### src/rtl/pipeline_pkg.sv
// Shared types and width defaults for the unified-memory port arbiter.
package pipeline_pkg;

  localparam int ADDR_W_DEF = 32;
  localparam int DATA_W_DEF = 32;
  localparam int STARVE_W   = 4;   // holds STARVE_LIMIT up to 15
  localparam int WD_W       = 8;   // holds TIMEOUT up to 255

  typedef enum logic [1:0] {
    IDLE   = 2'd0,
    BUSY_I = 2'd1,
    BUSY_D = 2'd2
  } arb_state_t;

  typedef enum logic {
    OWN_IF = 1'b0,
    OWN_DM = 1'b1
  } owner_t;

endpackage

### src/rtl/mem_port_watchdog.sv
// Watchdog for a pending memory access: counts cycles spent waiting for PortReady
// and flags expiry on the TIMEOUT-th waiting cycle.
module mem_port_watchdog
  import pipeline_pkg::*;
#(
  parameter int TIMEOUT = 16
)(
  input  logic clk,
  input  logic reset_n,
  input  logic i_clr,
  input  logic i_en,
  output logic o_expire
);

  logic [WD_W-1:0] r_cnt;

  // r_cnt holds the number of waiting cycles already elapsed, so the current
  // waiting cycle is the last one allowed when r_cnt == TIMEOUT-1.
  assign o_expire = i_en & (r_cnt == WD_W'(TIMEOUT - 1));

  // Wait-cycle counter; restarts on every new grant and on expiry.
  always_ff @(posedge clk or negedge reset_n) begin
    if (!reset_n)               r_cnt <= '0;
    else if (i_clr || o_expire) r_cnt <= '0;
    else if (i_en)              r_cnt <= r_cnt + 1'b1;
  end

endmodule

### src/rtl/mem_port_arbiter.sv
// Single-port memory arbiter between IF fetch and MEM load/store, with an IF
// starvation limit and a watchdog that aborts accesses the memory never answers.
module mem_port_arbiter
  import pipeline_pkg::*;
#(
  parameter int ADDR_W       = ADDR_W_DEF,
  parameter int DATA_W       = DATA_W_DEF,
  parameter int STARVE_LIMIT = 4,
  parameter int TIMEOUT      = 16
)(
  input  logic              clk,
  input  logic              reset_n,
  input  logic              IfReq,
  input  logic [ADDR_W-1:0] IfAddr,
  output logic [DATA_W-1:0] IfRdata,
  output logic              IfValid,
  output logic              IfStall,
  input  logic              DmReq,
  input  logic              DmWe,
  input  logic [ADDR_W-1:0] DmAddr,
  input  logic [DATA_W-1:0] DmWdata,
  output logic [DATA_W-1:0] DmRdata,
  output logic              DmValid,
  output logic              DmStall,
  output logic              PortReq,
  output logic              PortWe,
  output logic [ADDR_W-1:0] PortAddr,
  output logic [DATA_W-1:0] PortWdata,
  input  logic              PortReady,
  input  logic [DATA_W-1:0] PortRdata,
  output logic              ErrTimeout
);

  localparam logic [STARVE_W-1:0] STARVE_MAX = STARVE_W'(STARVE_LIMIT);

  arb_state_t          r_state, w_state_nxt;
  logic [STARVE_W-1:0] r_starve;
  owner_t              w_owner;
  logic                w_busy, w_done, w_arb, w_expire;
  logic                w_gnt_if, w_gnt_dm;

  assign w_busy  = (r_state != IDLE);
  assign w_done  = w_busy & PortReady;
  // Arbitrate when free, or in the completion cycle so a new grant follows with no gap.
  assign w_arb   = ~w_busy | w_done;
  assign w_owner = (r_state == BUSY_D) ? OWN_DM : OWN_IF;

  assign IfStall = IfReq & ~IfValid;
  assign DmStall = DmReq & ~DmValid;

  mem_port_watchdog #(.TIMEOUT(TIMEOUT)) u_wdog (
    .clk      (clk),
    .reset_n  (reset_n),
    .i_clr    (w_arb),
    .i_en     (w_busy & ~PortReady),
    .o_expire (w_expire)
  );

  // State register.
  always_ff @(posedge clk or negedge reset_n) begin
    if (!reset_n) r_state <= IDLE;
    else          r_state <= w_state_nxt;
  end

  // Grant selection and next state: data wins unless IF has waited out the starve limit.
  always_comb begin
    w_gnt_if    = 1'b0;
    w_gnt_dm    = 1'b0;
    w_state_nxt = r_state;
    if (w_arb) begin
      if (DmReq && (!IfReq || r_starve != STARVE_MAX)) w_gnt_dm = 1'b1;
      else if (IfReq)                                  w_gnt_if = 1'b1;
    end
    if (w_gnt_dm)              w_state_nxt = BUSY_D;
    else if (w_gnt_if)         w_state_nxt = BUSY_I;
    else if (w_arb || w_expire) w_state_nxt = IDLE;
  end

  // Starve counter: consecutive data grants that beat a waiting fetch.
  always_ff @(posedge clk or negedge reset_n) begin
    if (!reset_n)      r_starve <= '0;
    else if (w_gnt_if) r_starve <= '0;
    else if (w_gnt_dm) begin
      if (!IfReq)                    r_starve <= '0;
      else if (r_starve != STARVE_MAX) r_starve <= r_starve + 1'b1;
    end
  end

  // Memory port registers: loaded on grant, held for the whole access.
  always_ff @(posedge clk or negedge reset_n) begin
    if (!reset_n) begin
      PortReq   <= 1'b0;
      PortWe    <= 1'b0;
      PortAddr  <= '0;
      PortWdata <= '0;
    end else if (w_gnt_dm) begin
      PortReq   <= 1'b1;
      PortWe    <= DmWe;
      PortAddr  <= DmAddr;
      PortWdata <= DmWdata;
    end else if (w_gnt_if) begin
      PortReq   <= 1'b1;
      PortWe    <= 1'b0;
      PortAddr  <= IfAddr;
      PortWdata <= '0;
    end else if (w_arb || w_expire) begin
      PortReq   <= 1'b0;
      PortWe    <= 1'b0;
    end
  end

  // Completion: return load data (zero for stores and aborts) and pulse the owner's Valid.
  always_ff @(posedge clk or negedge reset_n) begin
    if (!reset_n) begin
      IfValid <= 1'b0;
      DmValid <= 1'b0;
      IfRdata <= '0;
      DmRdata <= '0;
    end else begin
      IfValid <= 1'b0;
      DmValid <= 1'b0;
      if (w_done || w_expire) begin
        if (w_owner == OWN_DM) begin
          DmValid <= 1'b1;
          DmRdata <= (w_done && !PortWe) ? PortRdata : '0;
        end else begin
          IfValid <= 1'b1;
          IfRdata <= w_done ? PortRdata : '0;
        end
      end
    end
  end

  // Sticky watchdog error flag.
  always_ff @(posedge clk or negedge reset_n) begin
    if (!reset_n)      ErrTimeout <= 1'b0;
    else if (w_expire) ErrTimeout <= 1'b1;
  end

endmodule

### config.mk
export PLATFORM = sky130hd
export DESIGN_NAME = mem_port_arbiter
export DESIGN_NICKNAME = d
export VERILOG_FILES = /design/src/rtl/pipeline_pkg.sv /design/src/rtl/mem_port_watchdog.sv /design/src/rtl/mem_port_arbiter.sv
export SDC_FILE = /design/constraint.sdc
export NUM_CORES = 1
export LEC_CHECK = 0
export CELL_PAD_IN_SITES_DETAIL_PLACEMENT = 1
export CELL_PAD_IN_SITES_GLOBAL_PLACEMENT = 2
export CORE_ASPECT_RATIO = 1.1
export CORE_UTILIZATION = 28
export DETAILED_ROUTE_END_ITERATION = 12
export HOLD_SLACK_MARGIN = 0.06
export PLACE_DENSITY = 0.82
export SYNTH_ARGS = -nofsm -noshare
export SYNTH_HDL_FRONTEND = slang
export SYNTH_SLANG_ARGS = --single-unit
### constraint.sdc
create_clock -name clk -period 3.45 [get_ports clk]
set_clock_uncertainty 0.05 [all_clocks]
set_input_delay 0.69 -clock clk [delete_from_list [all_inputs] [get_ports clk]]
set_output_delay 0.69 -clock clk [all_outputs]
set_load 0.01 [all_outputs]
Yosys cells after proc, flatten, opt, wreduce, memory -nomap -nowiden --
Index checks and enable logic that the tools add are counted.
Cells by class: add/sub/neg operators 2, $mul 0, div/mod/pow operators 0, magnitude comparators 0, equal/unequal tests 4, shift-type cells 0, mux-type cells 30, bitwise gates (word level) 11, reductions and logical operators 14
Operator list (count):
- two-way mux 32 bit | 6
- two-way mux 4 bit | 4
- two-way mux 8 bit | 2
- two-way mux 1 bit | 15
- adder 8 x 1 -> 8 bit (second input constant) | 1
- equality test 8 x 4 -> 1 bit (second input constant) | 1
- two-way mux 2 bit | 3
- AND reduction 2 bit | 3
- nonzero test 2 bit | 3
- AND 1 bit | 5
- NOT 1 bit | 5
- adder 4 x 1 -> 4 bit (second input constant) | 1
- inequality test 4 x 3 -> 1 bit (second input constant) | 1
- logical OR 1 bit | 3
- inequality test 3 x 1 -> 1 bit (second input constant) | 1
- nonzero test 3 bit | 1
- equality test 2 bit (second input constant) | 1
- logical AND 1 bit | 2
- logical NOT 1 bit | 2
- bitwise OR 1 bit | 1
Word-level totals: bits in registers 147, bits in latches 0, bits in writable memories 0, bits in read-only memories 0, output and inout port bits 135, memories 0

Logic depth before layout (Yosys ltp) --
depth after elaboration 7, gate-level depth with buffers 8, depth with buffers taken out 5

By module --
From an unflattened synthesis, not the netlist that was laid out.
Second synthesis, totals: cell total of the unflattened synthesis 490, area, all modules 6022.0 um^2
Modules (own cells, without submodules):
- mem_port_arbiter | instances 1, cells an instance 445, area each 5591.6 um^2
- mem_port_watchdog | instances 1, cells an instance 45, area each 430.4 um^2

Worst setup path before layout --
OpenSTA, ideal clock, no wires.
path kind input -> output, from input port DmReq, to output port DmStall, arrival 1.080 ns, data required time 2.710 ns, path slack 1.630 ns, stages 3, cell sequence inv_2 > buf_4 > nor2_1
On the way: cells in the longest elaborated chain, start to end 1
RTL lines:
- from (decl) | line mem_port_arbiter.sv:18 | input logic DmReq,
- AND 1 bit | line mem_port_arbiter.sv:49 | assign DmStall = DmReq & ~DmValid;
- to (decl) | line mem_port_arbiter.sv:24 | output logic DmStall,
Every way passes these cells.

Final worst setup path --
from input port IfReq, to output port IfStall
On the way: cells in the longest elaborated chain, start to end 1
RTL lines:
- from (decl) | line mem_port_arbiter.sv:13 | input logic IfReq,
- AND 1 bit | line mem_port_arbiter.sv:48 | assign IfStall = IfReq & ~IfValid;
- to (decl) | line mem_port_arbiter.sv:17 | output logic IfStall,
Every way passes these cells.

==> results.py <==
metrics = {
    "setup_path": {
        "critical_path_class": "in2out",
        "cp_max_fo": 6,
        "cpPeakStageDelay_ps": 630,
        "path_common_cell": "clkdlybuf4s50_1",
        "rr_startpoint": "r_state[1]",
        "reg2reg_depth": 4,
        "required_ps": 2710,
        "crit_family": "buffers and inverters",
        "rrSetupSlack_ps": 1160,
        "critPathArrivalTime_ps": 2080,
        "startpoint_type": "input pin",
        "endpoint_kind": "output port",
        "r2r_end": "r_starve[2]",
        "path_cells": "clkdlybuf4s50_1, nor2b_1, clkdlybuf4s50_1",
        "path_buf_inv": 2,
        "cp_slowest_cell": "clkdlybuf4s50_1",
    },
    "clocking": {
        "ctsResizeCount": 0,
        "cts_sinks": 147,
        "cts_root_buffer": "clkbuf_16",
        "clock_path_buffers": 2,
        "cts_tree": "done",
        "cts_buffers": 17,
        "clock_latency_ps": 410,
        "htree_num_levels": 4,
        "hold_buffers": 0,
        "postCtsSetupRepairBufs": 0,
        "clkTransAtPathRegs_ps": 70,
    },
    "placed_design": {
        "hpwl_mm": 16.0,
        "portBuffers": 268,
        "gp_congestion": 0.759,
    },
    "yosys": {
        "yosys-top-cells-area": "dfrtp_1, inv_1, a22o_1, a32oi_1, o21a_1",
        "async_flop_share": 1.00,
        "synth.avg_cell_area_um2": 10.3,
        "ys.flop_type": "dfrtp_1",
        "yosysWarnings": 0,
        "netlist_instances": 664,
        "ys_types": 47,
        "ys_ff_latch": 147,
        "netlist.area_leader.share": 0.539,
        "syn_area_mm2": 0.00683,
        "yosysSeqAreaShare": 0.539,
        "syn_nets": 801,
        "synth_top_cell_by_area": "dfrtp_1",
        "synth_edf_count": 0,
    },
    "drt": {
        "wl_met3_mm": 2.01,
        "vias": 6247,
        "drc": 0,
        "m1WireLength_mm": 10.3,
        "wl_met2_mm": 11.1,
        "post_drt_via_cell_ratio": 5.11,
        "postRouteAntennaNets": 0,
        "drt_iter0_drc": 211,
        "highest_layer": "met5",
        "firstDrtPassIters": 4,
        "drt-total-wl_mm": 23.7,
        "wire_per_inst_um": 19.4,
    },
    "global_routing": {
        "grt_start_max_net_pins": 69,
        "grt_antenna_before_repair": 1,
        "track_usage": 0.193,
        "grt_pass1_wl_mm": 37.7,
        "grt-ovfl-total": 0,
        "grt_pass1_vias": 6612,
    },
    "die": {
        "initial_utilization": 0.287,
        "die_x_um": 151,
        "dieHeight_um": 166,
        "ioPinCount": 269,
        "coreArea_mm2": 0.0238,
        "row_count": 59,
        "dieArea_mm2": 0.0250,
    },
    "pwr": {
        "p_per_area_mw_per_mm2": 589,
        "p_leak_nw": 4.40,
        "peakVddDrop_v": 0.000316,
    },
    "layout": {
        "diodes": 0,
        "layout_commonest_cell": "clkdlybuf4s50_1",
        "syn2layout_area_growth_pct": 51.5,
        "drive_gt1_frac": 0.0741,
        "fin_nets": 1042,
        "most-common-layout-cells": "clkdlybuf4s50_1, dfrtp_1, inv_1, o21ai_0, a21oi_1",
        "finish.utilization": 0.435,
    },
    "run_status": {
        "run_status": "completed",
    },
    "sta": {
        "period_share": 0.817,
        "drv_slew": 0,
        "rsz0062_at_grt": "no",
        "fmax_mhz": 355,
        "relSlewSlack": 0.281,
        "tightest_slew_ps": 1080,
        "min_period_ps": 2820,
        "final.setup.tns_ps": 0,
        "finalSetupViolations": 0,
        "hold_viol": 0,
    },
    "worst_hold_path": {
        "holdCritPathClass": "in2async",
    },
    "run": {
        "drv_cap": 0,
    },
}
flip-flops by register name, summed over array words and instances, names as in the netlist:
name and count:
r_state 2, u_wdog.r_cnt 8, IfRdata 32, PortAddr 32, r_starve 4, PortWdata 32
DmRdata 32, DmValid 1, IfValid 1, ErrTimeout 1, PortReq 1, PortWe 1
kinds of logic (layout without fill, tap and decap cells):
kind of cell,count (synthesis),count (layout),share of synthesized area
AO/OA/AOI/OAI,248,248,0.262
flip-flops,147,147,0.539
buffers and inverters,163,417,0.105
AND/OR/NAND/NOR,100,100,0.0852
adder cells (fa/ha/maj),3,3,0.00550
XOR/XNOR,3,3,0.00385
worst max-delay path by stage:
| stage | cells after the start | start | to |
|---|---|---|---|
| 2_1_floorplan | 3 | DmReq | DmStall |
| 3_3_place_gp | 3 | IfReq | IfStall |
| 3_5_place_dp | 3 | IfReq | IfStall |
| 4_1_cts | 3 | IfReq | IfStall |
| 5_1_grt | 3 | IfReq | IfStall |
| 6_report | 3 | IfReq | IfStall |
Yosys cell counts (2+ instances only):
cell type	n
dfrtp_1	147
inv_1	100
o21ai_0	44
a21oi_1	38
nand3_1	35
a22o_1	32
a32oi_1	32
nor4_1	32
o21a_1	32
buf_2	27
o21ai_1	26
a311oi_1	24
clkbuf_1	20
nor2_1	9
a311oi_2	8
buf_6	8
nand2_1	6
buf_1	4
or3_1	4
buf_4	3
ha_1	3
a21o_1	2
a32o_1	2
and2_1	2
xnor2_1	2
per-layer routing:
layer / vias up / GRT usage
li1: 2888 / -
met3: 19 / 0.0621
met5: - / 0
met2: 233 / 0.313
met4: 2 / 0.0470
met1: 3105 / 0.247
report_power, final:
group / switching [mW] / leakage, nW / internal, mW
clock: 0.803 / 0.304 / 1.24
sequential: 0.226 / 1.70 / 2.05
combinational: 0.807 / 2.39 / 0.967
total: 1.84 / 4.40 / 4.26
metrics by stage:
stage	cells	power (mW)	worst slack, ps	instance area (um2)	hold slack (ps)
2_1_floorplan	664	3.03	1630	6830	344
3_3_place_gp	1191	4.06	613	9700	409
3_5_place_dp	1191	4.09	619	9700	415
4_1_cts	1223	6.18	615	10300	228
5_1_grt	1223	6.44	585	10300	234
6_report	1223	6.09	632	10300	200
final cells by class:
| class | count | area, um2 |
|---|---|---|
| Inverter | 101 | 379 |
| Multi-Input combinational cell | 354 | 2440 |
| Timing Repair Buffer | 284 | 2820 |
| Fill cell | 2653 | 13400 |
| Tap cell | 305 | 382 |
| Clock inverter | 14 | 200 |
| Sequential cell | 147 | 3680 |
| Clock buffer | 18 | 439 |
No activity file was read; power rests on OpenSTA's default activity.
